File: config.mk
export PLATFORM = sky130hd
export DESIGN_NAME = mul_chain
export DESIGN_NICKNAME = d
export VERILOG_FILES = /design/src/rtl/mul_chain_pkg.sv /design/src/rtl/mul_chain_mult.sv /design/src/rtl/mul_chain.sv
export SDC_FILE = /design/constraint.sdc
export NUM_CORES = 1
export LEC_CHECK = 0
export CAP_MARGIN = 20
export CORE_ASPECT_RATIO = 0.8
export CORE_UTILIZATION = 40
export CTS_CLUSTER_DIAMETER = 200
export DETAILED_ROUTE_END_ITERATION = 16
export GPL_TIMING_DRIVEN = 0
export PLACE_DENSITY_LB_ADDON = 0.2
export SETUP_SLACK_MARGIN = 0.5
export SLEW_MARGIN = 20
export SYNTH_ARGS = -nofsm -noshare
export SYNTH_HDL_FRONTEND = slang
export SYNTH_HIERARCHICAL = 1
export SYNTH_SLANG_ARGS = --single-unit
File: constraint.sdc
create_clock -name clk -period 4.85 [get_ports clk]
set_clock_uncertainty 0.15 [all_clocks]
set_input_delay 0.485 -clock clk [delete_from_list [all_inputs] [get_ports clk]]
set_output_delay 0.485 -clock clk [all_outputs]
set_load 0.05 [all_outputs]
File: src/rtl/mul_chain_pkg.sv
`default_nettype none
// ============================================================================
// Module      : mul_pkg (package)
// Description : Shared types and helpers for the mul_chain sequential
//               selectable-product unit.
//               - mul_state_t : controller state encoding
//               - fits_signed : checks that a signed product (held sign-extended
//                               in 64 bits) is representable in 'width' signed
//                               bits
// Revision    : 1.0 - initial release
// ============================================================================
package mul_pkg;

    typedef enum logic [1:0] {
        IDLE = 2'd0,
        RUN  = 2'd1,
        DONE = 2'd2
    } mul_state_t;

    // Widest full product the helper can check (2*WIDTH must not exceed this).
    localparam int c_FIT_MAX_W = 64;

    // A value fits in 'width' signed bits when every bit from the target sign
    // bit upward is a copy of that sign bit, i.e. the arithmetic shift leaves
    // all zeros or all ones.
    function automatic logic fits_signed(input logic signed [c_FIT_MAX_W-1:0] full,
                                         input int                            width);
        logic signed [c_FIT_MAX_W-1:0] hi;
        hi = full >>> (width - 1);
        return (hi == '0) || (hi == '1);
    endfunction

endpackage : mul_pkg
`default_nettype wire

File: src/rtl/mul_chain_mult.sv
`default_nettype none
// ============================================================================
// Module      : mult_w
// Description : Signed combinational WIDTH x WIDTH multiplier shared by all
//               steps of mul_chain.
// Ports       : i_a, i_b   - signed operands (WIDTH)
//               prod_lo    - low WIDTH bits of the product (wrap-around)
//               prod_full  - full 2*WIDTH signed product
// Config      : SYNTHESIS selects the dedicated-multiplier (DSP) mapping;
//               otherwise a plain behavioural multiply is used.
// Revision    : 1.0 - initial release
// ============================================================================
module mult_w #(
    parameter int WIDTH = 8
) (
    input  logic [WIDTH-1:0]   i_a,
    input  logic [WIDTH-1:0]   i_b,
    output logic [WIDTH-1:0]   prod_lo,
    output logic [2*WIDTH-1:0] prod_full
);

`ifdef SYNTHESIS
    // Steer the multiply onto the vendor's hard multiplier block.
    (* use_dsp = "yes" *) logic signed [2*WIDTH-1:0] w_full;
`else
    logic signed [2*WIDTH-1:0] w_full;
`endif

    // Operands are sign-extended to the 2*WIDTH context before multiplying.
    assign w_full    = $signed(i_a) * $signed(i_b);
    assign prod_full = w_full;
    assign prod_lo   = w_full[WIDTH-1:0];

endmodule : mult_w
`default_nettype wire

File: src/rtl/mul_chain.sv
`default_nettype none
// ============================================================================
// Module      : mul_chain
// Description : Signed product of any subset of NUM_OPS operands selected by a
//               mask, computed iteratively on one shared multiplier (one
//               operand per cycle) behind valid/ready handshakes. Latency is
//               fixed at NUM_OPS cycles from accept to out_valid.
// Ports       : clk, n_reset (async, active-low)
//               in_valid / in_ready   - request handshake
//               ops [NUM_OPS*WIDTH]   - packed operands, op[i] at i*WIDTH
//               sel [NUM_OPS]         - operand select mask
//               out_valid / out_ready - result handshake
//               result [WIDTH]        - truncated signed product
//               ovf                   - sticky overflow (MUL_CHAIN_OVF_EN only)
// Config      : MUL_CHAIN_OVF_EN adds the ovf port and its detection logic.
// Revision    : 1.0 - initial release
// ============================================================================
module mul_chain
    import mul_pkg::*;
#(
    parameter  int WIDTH   = 8,
    parameter  int NUM_OPS = 3,
    localparam int IDX_W   = $clog2(NUM_OPS + 1)
) (
    input  logic                     clk,
    input  logic                     n_reset,
    input  logic                     in_valid,
    output logic                     in_ready,
    input  logic [NUM_OPS*WIDTH-1:0] ops,
    input  logic [NUM_OPS-1:0]       sel,
    output logic                     out_valid,
    input  logic                     out_ready,
    output logic [WIDTH-1:0]         result
`ifdef MUL_CHAIN_OVF_EN
    ,
    output logic                     ovf
`endif
);

    mul_state_t               r_state;
    mul_state_t               w_state_nxt;

    logic [NUM_OPS*WIDTH-1:0] r_ops;
    logic [NUM_OPS-1:0]       r_sel;
    logic [WIDTH-1:0]         r_acc;
    logic [IDX_W-1:0]         r_idx;

    logic                     w_accept;
    logic                     w_step;
    logic                     w_last;
    logic [WIDTH-1:0]         w_op;
    logic                     w_sel_bit;
    logic [WIDTH-1:0]         w_prod_lo;
    logic [2*WIDTH-1:0]       w_prod_full;

    // ------------------------------------------------------------------
    // Current-step operand / select bit. Compare-and-pick keeps indexing
    // clean for any NUM_OPS, independent of the counter width.
    // ------------------------------------------------------------------
    always_comb begin
        w_op      = '0;
        w_sel_bit = 1'b0;
        for (int i = 0; i < NUM_OPS; i++) begin
            if (r_idx == IDX_W'(i)) begin
                w_op      = r_ops[i*WIDTH +: WIDTH];
                w_sel_bit = r_sel[i];
            end
        end
    end

    assign w_last = (r_idx == IDX_W'(NUM_OPS - 1));

    mult_w #(
        .WIDTH     (WIDTH)
    ) u_mult (
        .i_a       (r_acc),
        .i_b       (w_op),
        .prod_lo   (w_prod_lo),
        .prod_full (w_prod_full)
    );

    // ------------------------------------------------------------------
    // Controller: state register
    // ------------------------------------------------------------------
    always_ff @(posedge clk or negedge n_reset) begin
        if (!n_reset) begin
            r_state <= IDLE;
        end else begin
            r_state <= w_state_nxt;
        end
    end

    // ------------------------------------------------------------------
    // Controller: next state and handshake outputs
    // ------------------------------------------------------------------
    always_comb begin
        w_state_nxt = r_state;
        in_ready    = 1'b0;
        out_valid   = 1'b0;
        w_accept    = 1'b0;
        w_step      = 1'b0;
        case (r_state)
            IDLE: begin
                in_ready = 1'b1;
                if (in_valid) begin
                    w_accept    = 1'b1;
                    w_state_nxt = RUN;
                end
            end
            RUN: begin
                w_step = 1'b1;
                if (w_last) begin
                    w_state_nxt = DONE;
                end
            end
            DONE: begin
                out_valid = 1'b1;
                if (out_ready) begin
                    w_state_nxt = IDLE;
                end
            end
            default: begin
                w_state_nxt = IDLE;
            end
        endcase
    end

    // ------------------------------------------------------------------
    // Datapath. acc starts at 1 (multiplicative identity) when anything is
    // selected, else 0 so an empty mask yields 0. Every RUN cycle advances
    // idx whether or not the operand is selected, giving fixed latency.
    // ------------------------------------------------------------------
    always_ff @(posedge clk or negedge n_reset) begin
        if (!n_reset) begin
            r_ops <= '0;
            r_sel <= '0;
            r_acc <= '0;
            r_idx <= '0;
        end else if (w_accept) begin
            r_ops <= ops;
            r_sel <= sel;
            r_acc <= (sel != '0) ? WIDTH'(1) : '0;
            r_idx <= '0;
        end else if (w_step) begin
            if (w_sel_bit) begin
                r_acc <= w_prod_lo;
            end
            r_idx <= r_idx + IDX_W'(1);
        end
    end

    // acc only changes in RUN, so it is stable throughout DONE.
    assign result = r_acc;

`ifdef MUL_CHAIN_OVF_EN
    logic                         r_ovf;
    logic signed [c_FIT_MAX_W-1:0] w_full_ext;

    assign w_full_ext = c_FIT_MAX_W'($signed(w_prod_full));

    always_ff @(posedge clk or negedge n_reset) begin
        if (!n_reset) begin
            r_ovf <= 1'b0;
        end else if (w_accept) begin
            r_ovf <= 1'b0;
        end else if (w_step && w_sel_bit && !fits_signed(w_full_ext, WIDTH)) begin
            r_ovf <= 1'b1;
        end
    end

    assign ovf = r_ovf;
`else
    // Full product only feeds overflow detection.
    logic [2*WIDTH-1:0] w_unused_full;
    assign w_unused_full = w_prod_full;
`endif

endmodule : mul_chain
`default_nettype wire

==> summary by stage, run 1 <==
Routing
Dividing the detail-routed wire length by the instance count gives about 14 um. In the routed layout, each cell is associated on average with a via count of about 4.9. The count of nets left with antenna violations once routing finished came out at 0. The first routing iteration left 22 violations. The count of unresolved DRC violations after routing is 0. Across all layers, the routed design uses a little over 2000 vias. The sum of routed wire length over all layers is between 5000 and 6000 um.

The pre-antenna-repair detailed-routing pass consisted of 4 iterations.

Timing
Setup repair after global routing could not meet its margin everywhere. The period utilization is between 90 and 100%. The relative slew slack is 65.9%. In the post-route analysis, the smallest setup slack over all paths is about 0.13 ns. Hold timing on the final database bottoms out at a slack of ~0.36 ns. The number of hold violations in the final report was 0. Based on the critical path, the design can be clocked at up to 0.212 GHz. The final number of max-transition violations came to 0. The total of endpoints with negative setup slack in the final report is 0. Adding up every negative setup slack in the final design gives 0 ns.

The actual slew at the worst max-slew pin is 0.509 ns. The shortest clock period the worst path allows after layout is about 4.7 ns.

Clocking
The clock transition at the registers of the reported paths is roughly 0.08 ns. The clock drives 39 sinks. The clock tree synthesis step divided the H-tree into 2 levels. At the later pin of the worst-skew pair, clock insertion delay measures 0.29 ns.

The longest clock path from root to sink contains 2 buffers. The buffer cell driving the clock tree root is sky130_fd_sc_hd__clkbuf_8. TritonCTS built the clock tree. Clock tree synthesis inserted a total of 5 buffers.

Floorplanning
The region available for standard cell placement spans 6960 um^2. The initial utilization of the core area, before any placement, comes to a little over two fifths. The number of rows in the core area is 27. The die is 78.3 um tall. The full die area is between 7000 and 8000 um^2. The die span in x is 97.3 um. approximately 40 I/O pins were placed.

Critical path
The worst setup slack for register-to-register paths is 0.13 ns. Tracing the worst setup path back leads to its startpoint at r_idx[1]. Together, buffers and inverters on the worst path number 7. The slowest stage of the critical path belongs to the cell sky130_fd_sc_hd__fa_1.

For the worst setup path, the data arrival time is between 4 and 5 ns. The cell that appears most often on the critical path is sky130_fd_sc_hd__fa_1. The endpoint of the most critical register-to-register path is result[7]. The startpoint identified for the worst register-to-register timing path is r_idx[1]. STA classifies the critical path startpoint as a flip-flop. The cell depth of the worst flop-to-flop path is 20.

STA puts the critical path data required time at around 4.9 ns. The class of the most critical setup path is flip-flop to flip-flop. The largest single stage delay on the critical path is approximately 0.55 ns. The worst setup path is captured at a flip-flop. The critical path goes through inv_2, ha_4, nor2b_4, buf_8, a22oi_2, o21ai_4, and2_4, fa_1, inv_1, fa_1, inv_1, fa_1, inv_1, fa_1, inv_2, ha_4, xnor2_2, buf_4, nor2b_1, mux2_4. The kind of cell with the highest combined delay on the critical path is adder cells.

The maximum net fanout on the critical path is 8.

Power and ir drop
Sequential cells burn a little under a quarter of the power. The net load switching power is roughly 0.0011 W. The clock network fraction of design power is 8.3%. In this run the power density over the cells is ~690 nW/um^2. The combinational share of power is between 60 and 70%.

The total internal power is between 0.0015 and 0.002 W. Of the total power, the share spent switching nets is between 40% and 50%. The maximum VDD drop is around 0.40 mV. The static leakage is about 1.8 nW.

Final layout
Summing all flip-flop and latch instances after layout gives 976 um^2. The filler cells instantiated in the layout total around 610. The top cell types in the final layout, fill and taps aside, are sky130_fd_sc_hd__clkdlybuf4s50_1 (39), sky130_fd_sc_hd__dfrtp_1 (39), sky130_fd_sc_hd__inv_1 (31).

Once layout is complete, the cells apart from fillers number around 410. The layout-stage area growth over the synthesis result is 33.7%. The combined area of the multi-input logic cells is 1880 um^2. The cell area after layout is slightly below 4000 um^2.

In the final design database the tool counted approximately 400 nets. The fraction of final layout cells sized beyond drive strength 1 is 36.5%. The total inserted antenna cells is 0.

Placement
The total cell area at the placement stage is between 3000 and 4000 um^2. The quantity of I/O buffers inserted on ports is 40. The placed wire-length estimate is between 4000 and 5000 um. The number of placed instances with taps included is between 300 and 400. At the placement stage, the worst setup path has a slack of -0.116 ns. Routability-driven placement finished with a final weighted congestion of around 0.77.

GRT
The number of antenna violations at the first check in global routing came to 0. The total global routing track utilization is ~17%. The highest-utilization routing layer at the global route stage is met2. The number of global-route vias before repair was roughly 2200. The total congestion overflow is 0. The first global-routing pass estimated around 10000 um of wire.

In the global route stage, met1 resource usage came out at 23.8%. The global-route met2 utilization is roughly 27%. In the global route stage, met3 resource usage came out at 4.19%. Entering global routing, the biggest net connects 32 pins.

Synthesis
The number of nets in the synthesized netlist is roughly 340. Each instance of the synthesized netlist takes up on average 11.1 um^2. The total standard cell area after synthesis is roughly 2900 um^2. The number of warnings issued by yosys is 6.

Synthesis produced roughly 260 cells.

Min path
The worst hold path cell count is 1. The startpoint of the most critical hold path is r_ops[20]. The path with the worst hold slack has its endpoint at r_ops[20]. The worst hold path belongs to the class flip-flop to flip-flop.

Outcome
The flow ran to the end, and the final reports show no timing, DRC or antenna violations.

Job
The max-capacitance violation count is 0.
worst max-delay path by stage:
stage | to | slack [ns] | cells past startpoint
3_5_place_dp | result[7] | -0.12 | 19
5_1_grt | result[7] | -0.00007 | 20
4_1_cts | result[7] | 0.11 | 20
6_report | result[7] | 0.13 | 20
2_1_floorplan | result[7] | 0.35 | 20
3_3_place_gp | result[7] | -0.05 | 20
per-stage QoR:
stage	power, W	utilization [%]
floorplan	0.00170	-
global placement	0.00206	49.6
detailed placement	0.00208	49.8
CTS	0.00256	54.4
global route	0.00289	55.9
finish	0.00267	55.9
routing by layer:
metal	part of all wire (%)	vias to the layer above
met5	0	-
met1	50	1013
li1	-	960
met3	3.4	6
met2	45	32
met4	0.87	0
sequential cells by signal, summed over array words and instances, names as in the netlist:
signal and cells:
r_state 2, r_idx 2, r_ops 24, result 8, r_sel 3
what timing repair did:
action                     in CTS  in global routing
gates resized for setup        27                 21
setup buffers                  10                  4
pin swaps                      10                 11
setup endpoints to repair       3                  4
hold endpoints to repair        8                  0
gates cloned                    0                  0
hold buffers                    1                  0
power by group through the flow:
stage / Clock, W / Sequential (W) / Combinational, W
6_report: 0.000222 / 0.000607 / 0.00184
5_1_grt: 0.000241 / 0.000631 / 0.00202
3_3_place_gp: 0 / 0.000599 / 0.00146
4_1_cts: 0.000229 / 0.000604 / 0.00173
3_5_place_dp: 0 / 0.000603 / 0.00148
2_1_floorplan: 0 / 0.000634 / 0.00106
cell type report:
cell class | count | share of cell area, %
Multi-Input combinational cell | 168 | 48.3
Sequential cell | 39 | 25.1
Timing Repair Buffer | 56 | 14.1
Inverter | 40 | 3.86
Buffer | 16 | 3.67
Tap cell | 87 | 2.80
Clock buffer | 6 | 2.12
Clock inverter | 1 | 0.129
No activity file was read; power rests on OpenSTA's default activity.
==> run 2: changes to the inputs <==
--- a/config.mk
+++ b/config.mk
@@ -5,6 +5,7 @@
 export SDC_FILE = /design/constraint.sdc
 export NUM_CORES = 1
 export LEC_CHECK = 0
+export ABC_AREA = 1
 export CAP_MARGIN = 20
 export CORE_ASPECT_RATIO = 0.8
 export CORE_UTILIZATION = 40
==> run 2 against run 1 <==
Design area up 6.7%. Sequential share of layout area down 1.6 points. Worst setup slack better by 0.18 ns. Clock-buffer cell count is the same. Die area up 6.6%. Non-clock buffer count is 14 higher. Maximum frequency is 4.0% higher. Via count up 25%. Sequential power shrank 5.6%. Area after synthesis is 6.7% higher.
==> summary by stage, run 2 <==
Critical path
The class of the most critical setup path is flip-flop to flip-flop (unchanged). The critical path endpoint is result[7] (unchanged). The startpoint type of the worst setup path is a flip-flop (unchanged). The required time of the worst setup path is 4.94 ns (was 4.88 ns). The worst setup path startpoint is r_idx[1] (unchanged). The critical path endpoint category is a flip-flop (unchanged). The endpoint of the most critical register-to-register path is result[7] (unchanged). The data arrival time at the worst-slack endpoint is 4.63 ns (was 4.74 ns). The worst setup slack for register-to-register paths is 0.31 ns (was 0.13 ns).

The cell depth of the worst flop-to-flop path is 23 (was 20). The maximum net fanout on the critical path was 8 (unchanged). The origin of the critical flop-to-flop path was r_idx[1] (unchanged).

GRT
The global-route wire length before repair was 12200 um (was 10400 um). The number of antenna violations at the first check in global routing came to 0 (unchanged). The total global routing track utilization came to 19.6% (was 17.2%).

The pin count of the biggest net entering global routing came to 31 (was 32). The total congestion overflow came to 0 (unchanged). The number of global-route vias before repair is 2587 (was 2151).

Timing
The total of endpoints with negative setup slack in the final report is 0 (unchanged). The highest clock rate is 0.220 GHz (was 0.212 GHz). The final number of max-transition violations is 0 (unchanged).

The minimum hold slack came to 0.340 ns (was 0.362 ns). The relative slew slack is 66.4% (was 65.9%). The shortest clock period the worst path allows after layout is 4.54 ns (was 4.72 ns). The setup TNS was 0 ns (unchanged). The number of hold violations in the final report is 0 (unchanged).

The actual slew at the worst max-slew pin was 0.502 ns (was 0.509 ns). RSZ-0062 raised after global routing: true (unchanged). The period utilization was 93.5% (was 97.2%).

Clocking
The buffer cell driving the clock tree root is sky130_fd_sc_hd__clkbuf_8 (unchanged). The number of levels in the clock H-tree is 2 (unchanged). The latest clock arrival within the worst-skew pair is 0.30 ns (was 0.29 ns). The clock tree from TritonCTS is done (unchanged). The number of buffers between clock root and the deepest sink is 2 (unchanged). The number of sinks on the clock net is 39 (unchanged).

The number of CTS-inserted buffers is 5 (unchanged). The clock transition at the registers of the reported paths is 0.09 ns (was 0.08 ns).

Job
The max-capacitance violation count came to 0 (unchanged).

Synthesis
The number of nets in the synthesized netlist came to 477 (was 336). The number of standard cells after synthesis was 404 (was 263). The number of warnings issued by yosys is 6 (unchanged). The post-synthesis area per instance was 7.68 um^2 (was 11.1 um^2). The total standard cell area after synthesis is 3100 um^2 (was 2910 um^2).

Routing
The detailed-route vias per instance was 4.43 (was 4.87). The sum of routed wire length over all layers is 7040 um (was 5970 um). The count of TritonRoute iterations in the first routing pass came to 4 (unchanged). The detail-routed net length per standard cell is 12.4 um (was 14.4 um). The count of unresolved DRC violations after routing is 0 (unchanged). The total number of vias came to 2523 (was 2011). The starting DRC count in detailed routing is 84 (was 22). The number of antenna-violating nets in the routed design is 0 (unchanged).

Power and ir drop
The clock network fraction of design power is 10.8% (was 8.3%). The static leakage is 2.23 nW (was 1.78 nW). The switching part of the total is 46.5% (was 41.1%). The sequential share of power is 20.6% (was 22.7%).

The power per unit of standard cell area came to 669 nW/um^2 (was 686 nW/um^2). The total internal power is 0.00149 W (was 0.00157 W). The combinational share of power is 68.6% (was 68.9%). The net load switching power was 0.00129 W (was 0.00110 W). The maximum VDD drop came to 0.273 mV (was 0.404 mV).

Floorplanning
The die span in x is 100 um (was 97.3 um). The area of the core was 7460 um^2 (was 6960 um^2). The number of rows in the core area is 28 (was 27). The number of placed I/O pins is 41 (unchanged). The full die area is 8120 um^2 (was 7620 um^2). The starting density of the core is 41.6% (was 41.8%). The vertical die dimension is 80.8 um (was 78.3 um).

Placement
The quantity of I/O buffers inserted on ports came to 40 (unchanged). The last weighted congestion value of the routability-driven placer is 0.781 (was 0.767). The placed wire-length estimate is 5190 um (was 4450 um).

Final layout
The number of flip-flops under the largest register name is 24 (unchanged). The fraction of final layout cells sized beyond drive strength 1 is 23.2% (was 36.5%). Commonest non-fill, non-tap cells in the layout: sky130_fd_sc_hd__nand2_1 (136), sky130_fd_sc_hd__inv_1 (65), sky130_fd_sc_hd__clkdlybuf4s50_1 (39), sky130_fd_sc_hd__dfrtp_1 (39), sky130_fd_sc_hd__buf_4 (17) (was sky130_fd_sc_hd__clkdlybuf4s50_1 (39), sky130_fd_sc_hd__dfrtp_1 (39), sky130_fd_sc_hd__inv_1 (31)).

The layout-stage area growth over the synthesis result was 33.7% (about the same). The net count reported at finish is 537 (was 399). Leaving out fill and tap cells, the most frequent cell in the layout is sky130_fd_sc_hd__nand2_1. The total inserted antenna cells came to 0 (unchanged). The register containing the most flip-flops in the final layout is r_ops (unchanged).

Min path
The kind of path behind the tightest hold check is flip-flop to flip-flop (unchanged).

Outcome
Result of the run: completed (unchanged).
run 2: what timing repair did:
item | 4_1_cts | 5_1_grt
hold endpoints to repair | 9 | 0
hold buffers | 1 | 0
gates cloned | 0 | 1
buffers inserted | 8 | 2
pin swaps | 15 | 19
resized for setup | 34 | 24
setup endpoints to repair | 3 | 3
run 2: worst max-delay path: stages, from the launching register on:
cell	delay (ns)
sky130_fd_sc_hd__dfrtp_1	0.40
sky130_fd_sc_hd__buf_4	0.15
sky130_fd_sc_hd__ha_4	0.18
sky130_fd_sc_hd__clkbuf_16	0.17
sky130_fd_sc_hd__a21oi_4	0.11
sky130_fd_sc_hd__a21oi_2	0.08
sky130_fd_sc_hd__clkbuf_8	0.16
sky130_fd_sc_hd__nand2_2	0.06
sky130_fd_sc_hd__inv_2	0.04
sky130_fd_sc_hd__fa_1	0.56
sky130_fd_sc_hd__inv_2	0.05
sky130_fd_sc_hd__fa_1	0.50
sky130_fd_sc_hd__inv_1	0.05
sky130_fd_sc_hd__fa_1	0.48
sky130_fd_sc_hd__inv_1	0.05
sky130_fd_sc_hd__fa_1	0.50
sky130_fd_sc_hd__inv_2	0.05
sky130_fd_sc_hd__ha_4	0.25
sky130_fd_sc_hd__xor2_1	0.13
sky130_fd_sc_hd__buf_4	0.12
sky130_fd_sc_hd__inv_2	0.03
sky130_fd_sc_hd__nor2_2	0.06
sky130_fd_sc_hd__nand3_1	0.08
sky130_fd_sc_hd__nand2_1	0.06
run 2: routing by layer:
layer / global-route usage, % / vias to the layer above / wire [um]
met4: 5.07 / 0 / 84
met1: 26.8 / 1179 / 3470
met3: 4.22 / 8 / 319
met2: 31.8 / 52 / 3170
met5: 0 / - / 0
li1: - / 1284 / -
run 2: final cells by class:
class / instances / area [um^2]
Fill cell: 712 / 3310
Multi-Input combinational cell: 251 / 1800
Sequential cell: 39 / 976
Timing Repair Buffer: 53 / 513
Inverter: 81 / 324
Buffer: 33 / 282
Tap cell: 105 / 131
Clock buffer: 6 / 82.6
Clock inverter: 2 / 38.8
run 2: worst min-delay path by stage:
stage,from,endpoint,slack (ns),cells after the start
final,r_ops[0],r_ops[0],0.34,2
after global routing,r_ops[0],r_ops[0],0.35,2
after CTS,r_ops[14],r_ops[14],0.34,2
after detailed placement,n_reset,r_ops[13],0.22,1
after global placement,r_ops[20],r_ops[20],0.32,2
after floorplan,n_reset,r_idx[0],0.04,0
run 2: through the flow:
stage | area, um^2 | instances | worst slack [ns] | total power (W) | util [%]
2_1_floorplan | 3190 | 404 | 0.508 | 0.00178 | -
3_3_place_gp | 3720 | 549 | 0.185 | 0.00215 | 49.8
3_5_place_dp | 3730 | 550 | 0.123 | 0.00217 | 50.0
4_1_cts | 4050 | 567 | 0.323 | 0.00272 | 54.3
5_1_grt | 4150 | 570 | 0.156 | 0.00305 | 55.6
6_report | 4150 | 570 | 0.315 | 0.00278 | 55.6
run 2: power by group through the flow:
stage | sequential, W | combinational, W | clock [W]
6_report | 0.000573 | 0.00191 | 0.000299
5_1_grt | 0.000589 | 0.00214 | 0.000323
4_1_cts | 0.000571 | 0.00184 | 0.000305
3_5_place_dp | 0.000569 | 0.00160 | 0
3_3_place_gp | 0.000568 | 0.00158 | 0
2_1_floorplan | 0.000608 | 0.00117 | 0
